[config.mk]
export PLATFORM = sky130hd
export DESIGN_NAME = mem_access_unit_flat
export DESIGN_NICKNAME = d
export VERILOG_FILES = /design/src/rtl/mem_access_unit_if.sv /design/src/rtl/mem_access_unit.sv /design/src/flat_wrapper.sv
export SDC_FILE = /design/constraint.sdc
export NUM_CORES = 1
export LEC_CHECK = 0
export ABC_AREA = 1
export CAP_MARGIN = 15
export CORE_AREA = 2 2 90 179
export DETAILED_ROUTE_END_ITERATION = 8
export DIE_AREA = 0 0 92 181
export HOLD_SLACK_MARGIN = 0.12
export PLACE_DENSITY_LB_ADDON = 0.25
export SYNTH_ARGS = -nofsm -noshare
export SYNTH_HDL_FRONTEND = slang
export SYNTH_SLANG_ARGS = --single-unit
[constraint.sdc]
create_clock -name clk -period 2.15 [get_ports clk]
set_clock_uncertainty 0.05 [all_clocks]
set_input_delay 0.215 -clock clk [delete_from_list [all_inputs] [get_ports clk]]
set_output_delay 0.215 -clock clk [all_outputs]
set_load 0.01 [all_outputs]
[src/rtl/mem_access_unit_if.sv]
// rtl/mem_access_unit_if.sv - core request/response and memory bus signals of mem_access_unit
interface mem_access_unit_if #(
  parameter int ADDR_WIDTH = 32
);
  logic                  req_valid;
  logic                  req_write;
  logic [ADDR_WIDTH-1:0] req_addr;
  logic [31:0]           req_wdata;
  logic [2:0]            req_funct3;
  logic                  req_ready;
  logic                  stall;
  logic                  resp_valid;
  logic [31:0]           resp_rdata;
  logic                  resp_err;
  logic                  bus_valid;
  logic                  bus_ready;
  logic                  bus_we;
  logic [ADDR_WIDTH-1:0] bus_addr;
  logic [31:0]           bus_wdata;
  logic [3:0]            bus_be;
  logic                  bus_rvalid;
  logic [31:0]           bus_rdata;

  modport slave (
    input  req_valid, req_write, req_addr, req_wdata, req_funct3,
    input  bus_ready, bus_rvalid, bus_rdata,
    output req_ready, stall, resp_valid, resp_rdata, resp_err,
    output bus_valid, bus_we, bus_addr, bus_wdata, bus_be
  );

  modport master (
    output req_valid, req_write, req_addr, req_wdata, req_funct3,
    output bus_ready, bus_rvalid, bus_rdata,
    input  req_ready, stall, resp_valid, resp_rdata, resp_err,
    input  bus_valid, bus_we, bus_addr, bus_wdata, bus_be
  );
endinterface

[src/rtl/mem_access_unit.sv]
// rtl/mem_access_unit.sv - turns single-cycle core memory requests into valid/ready bus transactions
// Stalls the core while in flight; formats stores, extends loads, flags illegal accesses and timeouts.
module mem_access_unit #(
  parameter int TIMEOUT_CYCLES = 255,
  parameter int ADDR_WIDTH     = 32
) (
  input logic              clk,
  input logic              reset,
  mem_access_unit_if.slave io
);
  localparam int CW = (TIMEOUT_CYCLES > 1) ? $clog2(TIMEOUT_CYCLES) : 1;
  localparam logic [CW-1:0] CNT_LAST = CW'(TIMEOUT_CYCLES - 1);

  typedef enum logic [1:0] {IDLE, ISSUE, WAIT, RESP} state_t;

  state_t                state, state_next;
  logic [ADDR_WIDTH-1:0] addr_q;
  logic                  write_q;
  logic [31:0]           wdata_q;
  logic [2:0]            funct3_q;
  logic [CW-1:0]         cnt;
  logic [31:0]           rdata_q;
  logic                  err_q;
  logic                  req_legal;
  logic                  timeout_hit;
  logic [31:0]           load_ext;
  logic [7:0]            byte_sel;
  logic [15:0]           half_sel;
  logic [31:0]           store_data;
  logic [3:0]            store_be;

  // Size/extension encoding plus natural alignment of the incoming request.
  always_comb begin
    req_legal = 1'b0;
    case (io.req_funct3)
      3'b000:  req_legal = 1'b1;
      3'b001:  req_legal = ~io.req_addr[0];
      3'b010:  req_legal = (io.req_addr[1:0] == 2'b00);
      3'b100:  req_legal = ~io.req_write;
      3'b101:  req_legal = ~io.req_write & ~io.req_addr[0];
      default: req_legal = 1'b0;
    endcase
  end

  assign timeout_hit = (TIMEOUT_CYCLES != 0) && (cnt == CNT_LAST);

  always_comb begin
    byte_sel = io.bus_rdata[{addr_q[1:0], 3'b000} +: 8];
    half_sel = addr_q[1] ? io.bus_rdata[31:16] : io.bus_rdata[15:0];
    case (funct3_q)
      3'b000:  load_ext = {{24{byte_sel[7]}}, byte_sel};
      3'b001:  load_ext = {{16{half_sel[15]}}, half_sel};
      3'b100:  load_ext = {24'd0, byte_sel};
      3'b101:  load_ext = {16'd0, half_sel};
      default: load_ext = io.bus_rdata;
    endcase
  end

  always_comb begin
    store_data = 32'd0;
    store_be   = 4'b1111;
    if (write_q) begin
      case (funct3_q[1:0])
        2'b00: begin
          store_data = {4{wdata_q[7:0]}};
          store_be   = 4'b0001 << addr_q[1:0];
        end
        2'b01: begin
          store_data = {2{wdata_q[15:0]}};
          store_be   = addr_q[1] ? 4'b1100 : 4'b0011;
        end
        default: store_data = wdata_q;
      endcase
    end
  end

  always_ff @(posedge clk or negedge reset) begin
    if (!reset) state <= IDLE;
    else        state <= state_next;
  end

  always_comb begin
    state_next    = state;
    io.req_ready  = 1'b0;
    io.stall      = 1'b1;
    io.resp_valid = 1'b0;
    io.bus_valid  = 1'b0;
    io.bus_we     = 1'b0;
    io.bus_addr   = '0;
    io.bus_wdata  = 32'd0;
    io.bus_be     = 4'b0000;
    case (state)
      IDLE: begin
        io.req_ready = 1'b1;
        io.stall     = 1'b0;
        if (io.req_valid) state_next = req_legal ? ISSUE : RESP;
      end
      ISSUE: begin
        io.bus_valid = 1'b1;
        io.bus_we    = write_q;
        io.bus_addr  = {addr_q[ADDR_WIDTH-1:2], 2'b00};
        io.bus_wdata = store_data;
        io.bus_be    = store_be;
        if (io.bus_ready) state_next = WAIT;
      end
      WAIT: begin
        if (io.bus_rvalid || timeout_hit) state_next = RESP;
      end
      RESP: begin
        io.resp_valid = 1'b1;
        state_next    = IDLE;
      end
      default: state_next = IDLE;
    endcase
  end

  assign io.resp_rdata = rdata_q;
  assign io.resp_err   = err_q;

  // rvalid is checked before the timeout so a same-cycle reply still succeeds.
  always_ff @(posedge clk or negedge reset) begin
    if (!reset) begin
      addr_q   <= '0;
      write_q  <= 1'b0;
      wdata_q  <= 32'd0;
      funct3_q <= 3'd0;
      cnt      <= '0;
      rdata_q  <= 32'd0;
      err_q    <= 1'b0;
    end else begin
      case (state)
        IDLE: begin
          if (io.req_valid) begin
            addr_q   <= io.req_addr;
            write_q  <= io.req_write;
            wdata_q  <= io.req_wdata;
            funct3_q <= io.req_funct3;
            if (!req_legal) begin
              rdata_q <= 32'd0;
              err_q   <= 1'b1;
            end
          end
        end
        ISSUE: begin
          if (io.bus_ready) cnt <= '0;
        end
        WAIT: begin
          if (io.bus_rvalid) begin
            rdata_q <= write_q ? 32'd0 : load_ext;
            err_q   <= 1'b0;
          end else if (timeout_hit) begin
            rdata_q <= 32'd0;
            err_q   <= 1'b1;
          end else begin
            cnt <= cnt + 1'b1;
          end
        end
        default: ;
      endcase
    end
  end
endmodule

[src/flat_wrapper.sv]
// flat-port wrapper written by rule: the top's interface ports become plain ports
module mem_access_unit_flat 
#(
  parameter int TIMEOUT_CYCLES = 255,
  parameter int ADDR_WIDTH     = 32
)
  (clk, reset, io_req_valid, io_req_write, io_req_addr, io_req_wdata, io_req_funct3, io_bus_ready, io_bus_rvalid, io_bus_rdata, io_req_ready, io_stall, io_resp_valid, io_resp_rdata, io_resp_err, io_bus_valid, io_bus_we, io_bus_addr, io_bus_wdata, io_bus_be);
  mem_access_unit_if #(.ADDR_WIDTH(ADDR_WIDTH)) io_i ();
  input logic clk;
  input logic reset;
  input wire logic [$bits(io_i.req_valid)-1:0] io_req_valid;
  input wire logic [$bits(io_i.req_write)-1:0] io_req_write;
  input wire logic [$bits(io_i.req_addr)-1:0] io_req_addr;
  input wire logic [$bits(io_i.req_wdata)-1:0] io_req_wdata;
  input wire logic [$bits(io_i.req_funct3)-1:0] io_req_funct3;
  input wire logic [$bits(io_i.bus_ready)-1:0] io_bus_ready;
  input wire logic [$bits(io_i.bus_rvalid)-1:0] io_bus_rvalid;
  input wire logic [$bits(io_i.bus_rdata)-1:0] io_bus_rdata;
  output wire logic [$bits(io_i.req_ready)-1:0] io_req_ready;
  output wire logic [$bits(io_i.stall)-1:0] io_stall;
  output wire logic [$bits(io_i.resp_valid)-1:0] io_resp_valid;
  output wire logic [$bits(io_i.resp_rdata)-1:0] io_resp_rdata;
  output wire logic [$bits(io_i.resp_err)-1:0] io_resp_err;
  output wire logic [$bits(io_i.bus_valid)-1:0] io_bus_valid;
  output wire logic [$bits(io_i.bus_we)-1:0] io_bus_we;
  output wire logic [$bits(io_i.bus_addr)-1:0] io_bus_addr;
  output wire logic [$bits(io_i.bus_wdata)-1:0] io_bus_wdata;
  output wire logic [$bits(io_i.bus_be)-1:0] io_bus_be;
  assign io_i.req_valid = io_req_valid;
  assign io_i.req_write = io_req_write;
  assign io_i.req_addr = io_req_addr;
  assign io_i.req_wdata = io_req_wdata;
  assign io_i.req_funct3 = io_req_funct3;
  assign io_i.bus_ready = io_bus_ready;
  assign io_i.bus_rvalid = io_bus_rvalid;
  assign io_i.bus_rdata = io_bus_rdata;
  assign io_req_ready = io_i.req_ready;
  assign io_stall = io_i.stall;
  assign io_resp_valid = io_i.resp_valid;
  assign io_resp_rdata = io_i.resp_rdata;
  assign io_resp_err = io_i.resp_err;
  assign io_bus_valid = io_i.bus_valid;
  assign io_bus_we = io_i.bus_we;
  assign io_bus_addr = io_i.bus_addr;
  assign io_bus_wdata = io_i.bus_wdata;
  assign io_bus_be = io_i.bus_be;
  mem_access_unit #(.TIMEOUT_CYCLES(TIMEOUT_CYCLES), .ADDR_WIDTH(ADDR_WIDTH)) u_core (.clk(clk), .reset(reset), .io(io_i));
endmodule
# Yosys cells after proc, flatten, opt, wreduce, memory -nomap -nowiden
# Cells that the tools add are included.
# word_totals
word_cells	81
register_bits	111
out_inout_bits	106
inputBits	105
# op_classes
n_bitwise	3
n_mux	36
reduce_logical	12
add_sub_neg	1
shifts	2
n_eq_ne	19
# ops
cell	count
two-way mux 32 bit	8
one-hot mux 32 bit (2 select lines)	2
one-hot mux 32 bit (4 select lines)	1
variable part select 32 x 6 -> 8 bit	1
two-way mux 8 bit	3
two-way mux 16 bit	1
one-hot mux 8 bit (2 select lines)	1
== test 3 bit (second input constant)	4
two-way mux 4 bit	3
inequality test 2 bit (second input constant)	5
two-way mux 1 bit	9
adder 8 x 1 -> 8 bit (second input constant)	1
== test 8 bit (second input constant)	1
two-way mux 2 bit	4
one-hot mux 2 bit (4 select lines)	1
one-hot mux 4 bit (2 select lines)	1
AND reduction 4 bit	2
== test 3 x 1 -> 1 bit (second input constant)	2
logical NOT 2 bit	3
logical NOT 3 bit	2
one-hot mux 1 bit (5 select lines)	1
== test 2 x 1 -> 1 bit (second input constant)	2
== test 2 bit (second input constant)	2
nonzero test 2 bit	2
other kinds (10)	11

# Depth between registers and ports, before layout
# Gate-level depths: netlist (run 1).
# logic_depth
ltp_word	6
depth_mapped	12
mapped_depth_nobuf	11

# Worst setup path before layout (run 1)
# OpenSTA, ideal clock, no wires.
# synth_path
path_kind	reg2out
from	register u_core.state[1]
to	output port io_bus_wdata[10]
setup_slack_ps	258
required_time_ps	1885
stages_incl_launch_ff	10
t_arrival_ps	1627
n_path_buf	1
cell_sequence	dfrtp_1 -> inv_1 -> ha_1 -> buf_2 -> nand2_1 -> clkinv_1 -> o21ai_0 -> o21ai_0 -> o21ai_0 -> inv_1
# synth_between
elab_chain_cells	2
# synth_rtl
item	line	text
start: declaration	mem_access_unit.sv:16	state_t state, state_next;
start signal: assignment	mem_access_unit.sv:79	else state <= state_next;
== test 2 x 1 -> 1 bit	mem_access_unit.sv:92	case (state)
two-way mux 32 bit	mem_access_unit.sv:92	
end: declaration	flat_wrapper.sv:27	output wire logic [$bits(io_i.bus_wdata)-1:0] io_bus_wdata;
# No other way between the ends.

# Worst setup path in the final report (run 1)
# layout_path
from	register u_core.state[1]
to	output port io_bus_wdata[13]
# Same word-level chain as after synthesis.

==> results of run 1 <==
[layer usage]
metal	global-route usage	part of all wire
met1	0.230	0.35
met5	0	0
met3	0.0513	0.058
met4	0.113	0.047
met2	0.428	0.54
[cell families (layout without fill, tap and decap cells)]
kind of cell / count (synthesis) / in the layout / share of synthesized area
and+or+nand+nor: 342 / 342 / 0.233
AOI/OAI and AO/OA: 106 / 106 / 0.0995
adders and majority gates: 6 / 6 / 0.0124
other: 1 / 3 / 0.000621
muxes: 55 / 55 / 0.103
buffers and inverters: 127 / 350 / 0.0914
DFF: 111 / 111 / 0.460
[critical path, cell delays in order (launching register included)]
cell,delay [ns]
dfrtp_1,0.40
inv_2,0.09
ha_4,0.19
nand2_4,0.08
clkinv_2,0.08
buf_4,0.16
o221ai_2,0.11
nor2_1,0.10
dlygate4sd2_1,0.27
[what timing repair did]
item,4_1_cts,5_1_grt
setup buffers,0,4
endpoints found under the setup margin,70,35
pin swaps,0,2
gates cloned,1,0
gates resized for setup,76,59
hold buffers,1,0
endpoints found under the hold margin,28,0
[cells in the final DEF (no fill, tap or decap), drive strengths merged, types with 4 or more instances in the layout]
cell type / count
nand3: 37
dlymetal6s2s: 23
clkinv: 5
dfrtp: 111
mux2: 55
nand4: 4
buf: 43
nand2: 190
clkdlybuf4s50: 137
nor2: 107
o21ai: 51
dlygate4sd2: 29
inv: 88
clkbuf: 23
a21oi: 43
ha: 6
[where the power goes]
part,total (uW),leakage (uW),switching [uW],internal (uW)
registers,3390,0.00138,507,2890
logic,6150,0.00333,3320,2830
clock network,1630,0.000139,804,824
total,11200,0.00485,4630,6540
[flip-flops by register name, indices dropped and copies added, names as in the netlist]
signal and cells:
u_core.io.resp_err 1, u_core.wdata_q 32, u_core.write_q 1, u_core.cnt 8
u_core.funct3_q 3, u_core.state 2, u_core.io.resp_rdata 32, u_core.addr_q 32
[worst paths after layout]
check / start / end / cells after the start
max: u_core.state[1] / io_bus_wdata[13] / 8
min: reset / u_core.addr_q[23] / 2
max reg2reg: u_core.state[1] / u_core.cnt[0] / 12
min reg2reg: u_core.io.resp_rdata[30] / u_core.io.resp_rdata[30] / 2
max in group asynchronous: reset / u_core.io.resp_rdata[23] / 3
min in group clk: io_req_wdata[6] / u_core.wdata_q[6] / 3
[final cells by class]
cell class	instances	area share
diodes	1	0.000283
clock buffers	10	0.0271
clock inverters	5	0.00453
inverters	88	0.0378
multi-input cells	511	0.314
flip-flops and latches	111	0.314
well taps	198	0.0280
repair buffers	247	0.274
[through the flow]
| stage | hold slack (ns) | cell area [sq um] | TNS, ns |
|---|---|---|---|
| 2_1_floorplan | -0.131 | 6040 | 0 |
| 3_3_place_gp | 0.144 | 8460 | 0 |
| 3_5_place_dp | 0.153 | 8460 | -0.00249 |
| 4_1_cts | 0.310 | 8770 | -0.428 |
| 5_1_grt | 0.350 | 8830 | -0.144 |
| 6_report | 0.321 | 8830 | 0 |
==> flow_summary.toml, run 1 <==
[run_status]
status = "finished, final reports clean"

[power]
power_uw = 11200
leakage_uw = 0.00485
p_per_area_mw_per_mm2 = 1260
ir_drop_mv = 0.735

[critical_path]
cp-end-kind = "primary output"
crit_type = "flop to primary output"
regToRegSetupSlack_ns = 0.17
cp_data_required_time_ns = 1.88
critPathLaunchType = "flop"
cp.arrival_ns = 1.82
crit_fanout = 7

[synth]
synth_area_leaders = "dfrtp_1, nand2_1, mux2_2, nor2_1, inv_1"
synth_area_leader_cell = "dfrtp_1"
yosysMostFrequentCell = "nand2_1"
ys_ff_latch = 111
ys_seq_area_frac = 0.460
syn-cell-area_sq_mm = 0.00604
synth.distinct_cells = 32
synth-edff-count = 0
dominantRegCellSynth = "dfrtp_1"
synth_top_area_share = 0.460
async_reset_ff_frac = 1.00
syn_inst = 748
synth_common_cells = "nand2_1, dfrtp_1, nor2_1"
yosysWarningCount = 0
syn_area_per_cell_sq_um = 8.07

[global_routing]
grt_pass1_wl_um = 29700
grt-ovfl-total = 0
track_usage = 0.228
grt_max_degree = 82
grt_pass1_vias = 5948
antenna_found_initial = 1

[timing]
fmax_ghz = 0.480
finalMaxSlewViolations = 0
rsz0062_at_grt = "yes"
setup_viol = 0
finalHoldViolCount = 0
min_period_ns = 2.09
fin_crit_sh = 0.970
setup_ws_ns = 0.0648

[hold_path]
hold_class = "input pin to asynchronous set/reset pin"

[floorplan]
die_h_um = 181
ios = 211
core_area_sq_mm = 0.0152
die_x_um = 92
num_rows = 64
die_area_sq_mm = 0.0167
initial_core_util = 0.397

[final_layout]
final_util = 0.581
drive_gt1_frac = 0.168
final_cells = 1171
seq_area_sq_mm = 0.00278
fillCellCount = 1427
syn_to_final_growth_pct = 46.3
fin_nets = 1079
multi_input_area_sq_mm = 0.00277

[place]
dp.cells = 1149
gp_congestion = 0.852
pre_cts_ws_ns = -0.00249
hpwlAfterDp_um = 13800
io_buffers = 208

[detailed_routing]
viasPerCell = 4.88
detail_route.wl_per_cell_um = 15.7
drt_wl_total_um = 18400
vias = 5712
route.detailed.drc = 0
drt_iter0_drc = 224
ant_nets = 0
drt_pre_antenna_iters = 4

[clocking]
path_clk_slew_ns = 0.07
cts_root_buffer = "clkbuf_16"
cts.sinks = 111
clk_latency_ns = 0.35
htreeDepth = 3
clockBufferDepth = 2
tritoncts = "done"
cts_buffers = 9

[run]
cap_violations = 0
Power figures use the tool's default switching activity.
==> run 2: changes to the inputs <==
--- a/config.mk
+++ b/config.mk
@@ -7,9 +7,9 @@
 export LEC_CHECK = 0
 export ABC_AREA = 1
 export CAP_MARGIN = 15
-export CORE_AREA = 2 2 90 179
+export CORE_AREA = 3 3 91 180
 export DETAILED_ROUTE_END_ITERATION = 8
-export DIE_AREA = 0 0 92 181
+export DIE_AREA = 0 0 94 183
 export HOLD_SLACK_MARGIN = 0.12
 export PLACE_DENSITY_LB_ADDON = 0.25
 export SYNTH_ARGS = -nofsm -noshare
==> run 2 against run 1 <==
Against the previous run:
- sequential cell count unchanged
- largest power group unchanged
- cell count about the same
- critical path depth increased by 1
- highest routed layer unchanged
- die area increased by 3.3%
- first-iteration DRC count decreased by 4.0%
- core utilization increased by 0.75 points
- routed wire length increased by 2.4%
==> flow_summary.toml, run 2 (same netlist as run 1, synthesis figures left out) <==
[clocking]
cts.sinks = 111
path_clk_slew_ns = 0.07
cts_buffers = 9
htreeDepth = 3
tritoncts = "done"
clockBufferDepth = 2
cts_root_buffer = "clkbuf_16"
clk_latency_ns = 0.35

[critical_path]
reg2reg_depth = 12
path_cells = "ha_4 > nand2_4 > clkinv_2 > buf_12 > o21ai_2 > o21ai_2 > o21ai_1 > inv_1 > clkdlybuf4s15_2"
cp_data_required_time_ns = 1.88
worstSetupStartpoint = "u_core.state[0]"
crit_type = "flop to primary output"
cp-end-kind = "primary output"
critPathMaxStageDelay_ns = 0.42
worst_r2r_endpoint = "u_core.io.resp_rdata[3]"
r2r-start = "u_core.state[0]"
cp.arrival_ns = 1.77
critPathSlowestCell = "dfrtp_1"
critPathLaunchType = "flop"
regToRegSetupSlack_ns = 0.21
crit_fanout = 3
worst_path_most_repeated_cell = "o21ai_2"

[run_status]
status = "finished, final reports clean"

[detailed_routing]
route.detailed.drc = 0
highest_layer = "met4"
detail_route.wl_per_cell_um = 16.1
wl_met1_um = 6750
wl_met2_um = 10200
ant_nets = 0
viasPerCell = 4.85
vias = 5687
drt_wl_total_um = 18800
drt_pre_antenna_iters = 4
drt_iter0_drc = 215
routed-wl-met3_um = 1090

[global_routing]
grt_max_degree = 65
track_usage = 0.219
grt_pass1_vias = 5789
antenna_found_initial = 0
grt-ovfl-total = 0
grt_pass1_wl_um = 29200

[timing]
fmax_ghz = 0.490
fin_crit_sh = 0.948
finalMaxSlewViolations = 0
min_period_ns = 2.04
setup_viol = 0
rsz0062_at_grt = "yes"
hold_slack_ns = 0.288
finalHoldViolCount = 0

[hold_path]
hold_class = "input pin to asynchronous set/reset pin"

[power]
sequentialPowerShare = 0.294
netSwitchingFraction = 0.403
p_per_area_mw_per_mm2 = 1300
combPwrFrac = 0.539
p_int_uw = 6930
switchingPower_uw = 4680
power_uw = 11600
ir_drop_mv = 0.877
leakage_uw = 0.00496
clockPowerShare = 0.168

[floorplan]
initial_core_util = 0.397
core_area_sq_mm = 0.0152
die_area_sq_mm = 0.0172
die_x_um = 94
ios = 211
num_rows = 64
die_h_um = 183

[final_layout]
fillCellCount = 1396
diodes = 0
mostFrequentLayoutCell = "nand2_1"
drive_gt1_frac = 0.189
fin_nets = 1080
final_cell_mix = "nand2_1, clkdlybuf4s50_1, dfrtp_1, nor2_1, inv_1"
syn_to_final_growth_pct = 48.2

[place]
hpwlAfterDp_um = 13900
io_buffers = 208
gp_congestion = 0.893

[run]
cap_violations = 0
[run 2: cell types whose count changed in the layout (fill, tap and decap cells not counted), moves of 3 or more]
cell / previous run / this run
o21ai_2: 9 / 12
dlygate4sd2_1: 29 / 10
a211oi_1: 3 / 0
a211oi_2: 0 / 3
dlymetal6s2s_1: 23 / 31
clkbuf_2: 13 / 21
bufinv_16: 0 / 3
[run 2: worst max-delay path: cells and delay by family (launching register included)]
kind                     cells  cell delay [ns]
flip-flops                   1             0.42
buffers and inverters        4             0.47
AND/OR/NAND/NOR              1             0.09
adder cells (fa/ha/maj)      1             0.21
AO/OA/AOI/OAI                3             0.24
[run 2: metal layers]
| metal | GRT usage | up-vias |
|---|---|---|
| li1 | - | 2814 |
| met1 | 0.230 | 2652 |
| met2 | 0.405 | 184 |
| met5 | 0 | - |
| met3 | 0.0452 | 37 |
| met4 | 0.102 | 0 |
[run 2: final cells by class]
type / instances / area, sq um / area share
multi-input cells: 511 / 2800 / 0.313
flip-flops and latches: 111 / 2780 / 0.310
repair buffers: 248 / 2440 / 0.273
inverters: 88 / 332 / 0.0371
well taps: 198 / 248 / 0.0277
clock buffers: 10 / 239 / 0.0267
clock inverters: 6 / 108 / 0.0120
[run 2: how the worst max path moves through the flow]
stage | cells after the start | end
after floorplan | 9 | io_bus_wdata[10]
after global placement | 7 | io_bus_wdata[25]
after detailed placement | 7 | io_bus_wdata[25]
after CTS | 9 | io_bus_wdata[9]
after global routing | 9 | io_bus_wdata[28]
final | 9 | io_bus_wdata[9]
[run 2: repair_timing]
item | 4_1_cts | 5_1_grt
cloned | 0 | 1
hold buffers | 1 | 0
setup endpoints to repair | 70 | 60
hold endpoints to repair | 62 | 0
resized for setup | 72 | 96
pin swaps | 0 | 1
setup buffers | 1 | 5
[run 2: power by group through the flow]
| stage | Combinational (uW) | Sequential (uW) | Clock (uW) |
|---|---|---|---|
| after detailed placement | 6280 | 3410 | 0 |
| after floorplan | 3570 | 3310 | 0 |
| final | 6250 | 3410 | 1950 |
| after CTS | 6180 | 3380 | 1990 |
| after global placement | 6240 | 3370 | 0 |
| after global routing | 6870 | 3500 | 2070 |
[run 2: stage by stage]
stage	util	setup TNS [ns]	instances	cell area [sq um]	worst slack (ns)
after CTS	0.581	-0.000711	1166	8840	-0.000711
after detailed placement	0.557	-0.127	1148	8480	-0.0574
after global routing	0.588	-0.000642	1172	8950	-0.000642
final	0.588	0	1172	8950	0.111
after floorplan	-	0	749	6040	0.258
after global placement	0.557	-0.0699	1148	8480	-0.0350
==> run 3: changes to the inputs <==
--- a/config.mk
+++ b/config.mk
@@ -7,9 +7,9 @@
 export LEC_CHECK = 0
 export ABC_AREA = 1
 export CAP_MARGIN = 15
-export CORE_AREA = 3 3 91 180
+export CORE_AREA = 3 3 85 168
 export DETAILED_ROUTE_END_ITERATION = 8
-export DIE_AREA = 0 0 94 183
+export DIE_AREA = 0 0 88 171
 export HOLD_SLACK_MARGIN = 0.12
 export PLACE_DENSITY_LB_ADDON = 0.25
 export SYNTH_ARGS = -nofsm -noshare
==> run 3 against run 2 <==
Against the previous run:
- the flow now finishes with violations (negative setup slack)
- core utilization grew 8.6 points
- first-iteration DRC count increased by 7.4%
- global-route usage is 3.9 points higher
- non-clock buffer count shrank 5
- design area down 1.6%
- die area decreased by 13%
- sequential power is essentially flat
- largest cell class unchanged
- routed wire length increased by 0.68%
==> flow_summary.toml, run 3 (same netlist as run 1, synthesis figures left out) <==
[run_status]
status = "complete, but fails checks"
violations = "negative setup slack"

[detailed_routing]
drt_iter0_drc = 231
ant_nets = 0
drt_wl_total_um = 19000
drt_pre_antenna_iters = 4
vias = 5738
viasPerCell = 5.12
route.detailed.drc = 0
detail_route.wl_per_cell_um = 16.9

[clocking]
clk_latency_ns = 0.34
path_clk_slew_ns = 0.07
htreeDepth = 3
clockBufferDepth = 2
cts_root_buffer = "clkbuf_16"
cts_buffers = 9
tritoncts = "done"
cts.sinks = 111

[power]
leakage_uw = 0.00464
p_per_area_mw_per_mm2 = 1300
power_uw = 11500
ir_drop_mv = 0.878

[timing]
setup_ws_ns = -0.0204
rsz0062_at_grt = "yes"
fmax_ghz = 0.461
finalHoldViolCount = 0
setup_viol = 1
hold_slack_ns = 0.302
min_period_ns = 2.17
fin_crit_sh = 1.01
finalMaxSlewViolations = 0

[critical_path]
crit_fanout = 17
critPathLaunchType = "flop"
regToRegSetupSlack_ns = 0.24
worst_r2r_endpoint = "u_core.io.resp_rdata[6]"
reg2reg_depth = 12
worstSetupStartpoint = "u_core.state[1]"
r2r-start = "u_core.state[0]"
crit_type = "flop to primary output"
cp.arrival_ns = 1.91
cp_data_required_time_ns = 1.88
cp-end-kind = "primary output"

[run]
cap_violations = 0

[final_layout]
final_cells = 1121
drive_gt1_frac = 0.162
final_cell_mix = "nand2_1, clkdlybuf4s50_1, dfrtp_1, nor2_1, inv_1"
final_util = 0.674
fin_nets = 1075
syn_to_final_growth_pct = 45.8
diodes = 0
mostFrequentLayoutCell = "nand2_1"

[global_routing]
grt-ovfl-total = 0
grt_pass1_vias = 5952
antenna_found_initial = 0
grt_pass1_wl_um = 29800
track_usage = 0.258
grt_max_degree = 48

[place]
hpwlAfterDp_um = 14400
pre_cts_ws_ns = -0.0273
gp_congestion = 0.908
io_buffers = 208
dp.cells = 1102

[floorplan]
core_area_sq_mm = 0.0131
initial_core_util = 0.462
ios = 211
die_x_um = 88
die_area_sq_mm = 0.0150
num_rows = 59
die_h_um = 171

[hold_path]
hold_class = "input pin to asynchronous set/reset pin"
-- run 3: cell count changes in the layout (fill, tap and decap cells not counted), moves of 3 or more --
cell,change
buf_4,-3
dlymetal6s2s_1,-22
clkdlybuf4s50_1,+12
dlygate4sd2_1,+24
buf_2,-5
a211oi_1,+3
clkbuf_2,-10
a211oi_2,-3
-- run 3: worst max-delay path: stages, from the launching register on --
cell and delay (ns):
dfrtp_1 0.39, inv_2 0.08, ha_4 0.17, bufbuf_16 0.30
nand2_1 0.06, inv_1 0.05, clkdlybuf4s50_1 0.52
-- run 3: what timing repair did --
item	CTS	global route
buffers inserted	1	0
gates resized for setup	70	45
cloned	1	0
endpoints found under the setup margin	70	42
hold endpoints to repair	29	0
pin swaps	0	1
hold buffers	1	0
-- run 3: cell type report --
| class | instances | area, sq um |
|---|---|---|
| Clock buffer | 10 | 239 |
| Inverter | 88 | 337 |
| Tap cell | 152 | 190 |
| Timing Repair Buffer | 243 | 2380 |
| Fill cell | 1124 | 4270 |
| Clock inverter | 6 | 91.3 |
| Sequential cell | 111 | 2780 |
| Multi-Input combinational cell | 511 | 2780 |
-- run 3: worst max path at each step --
stage                       end  slack, ns  cells after the start
2_1_floorplan  io_bus_wdata[10]       0.26                      9
4_1_cts         io_bus_addr[31]      -0.04                      6
3_5_place_dp   io_bus_wdata[25]      -0.03                      9
6_report         io_bus_addr[3]      -0.02                      6
5_1_grt          io_bus_addr[3]      -0.09                      6
3_3_place_gp   io_bus_wdata[25]       0.01                      9
-- run 3: per-layer routing --
layer  part of all wire  vias to the layer above  track usage
met2               0.55                      235        0.473
met4              0.039                        0        0.112
li1                   -                     2804            -
met5                  0                        -            0
met3              0.064                       38       0.0540
met1               0.35                     2661        0.277
-- run 3: through the flow --
step / cell area [sq um] / TNS (ns)
floorplan: 6040 / 0
global placement: 8410 / 0
global route: 8800 / -0.154
finish: 8800 / -0.0204
detailed placement: 8410 / -0.0726
CTS: 8790 / -0.100
-- run 3: power by group --
part	internal (uW)	leakage (uW)	switching, uW
logic	2860	0.00309	3370
clock network	1060	0.000163	798
registers	2890	0.00138	498
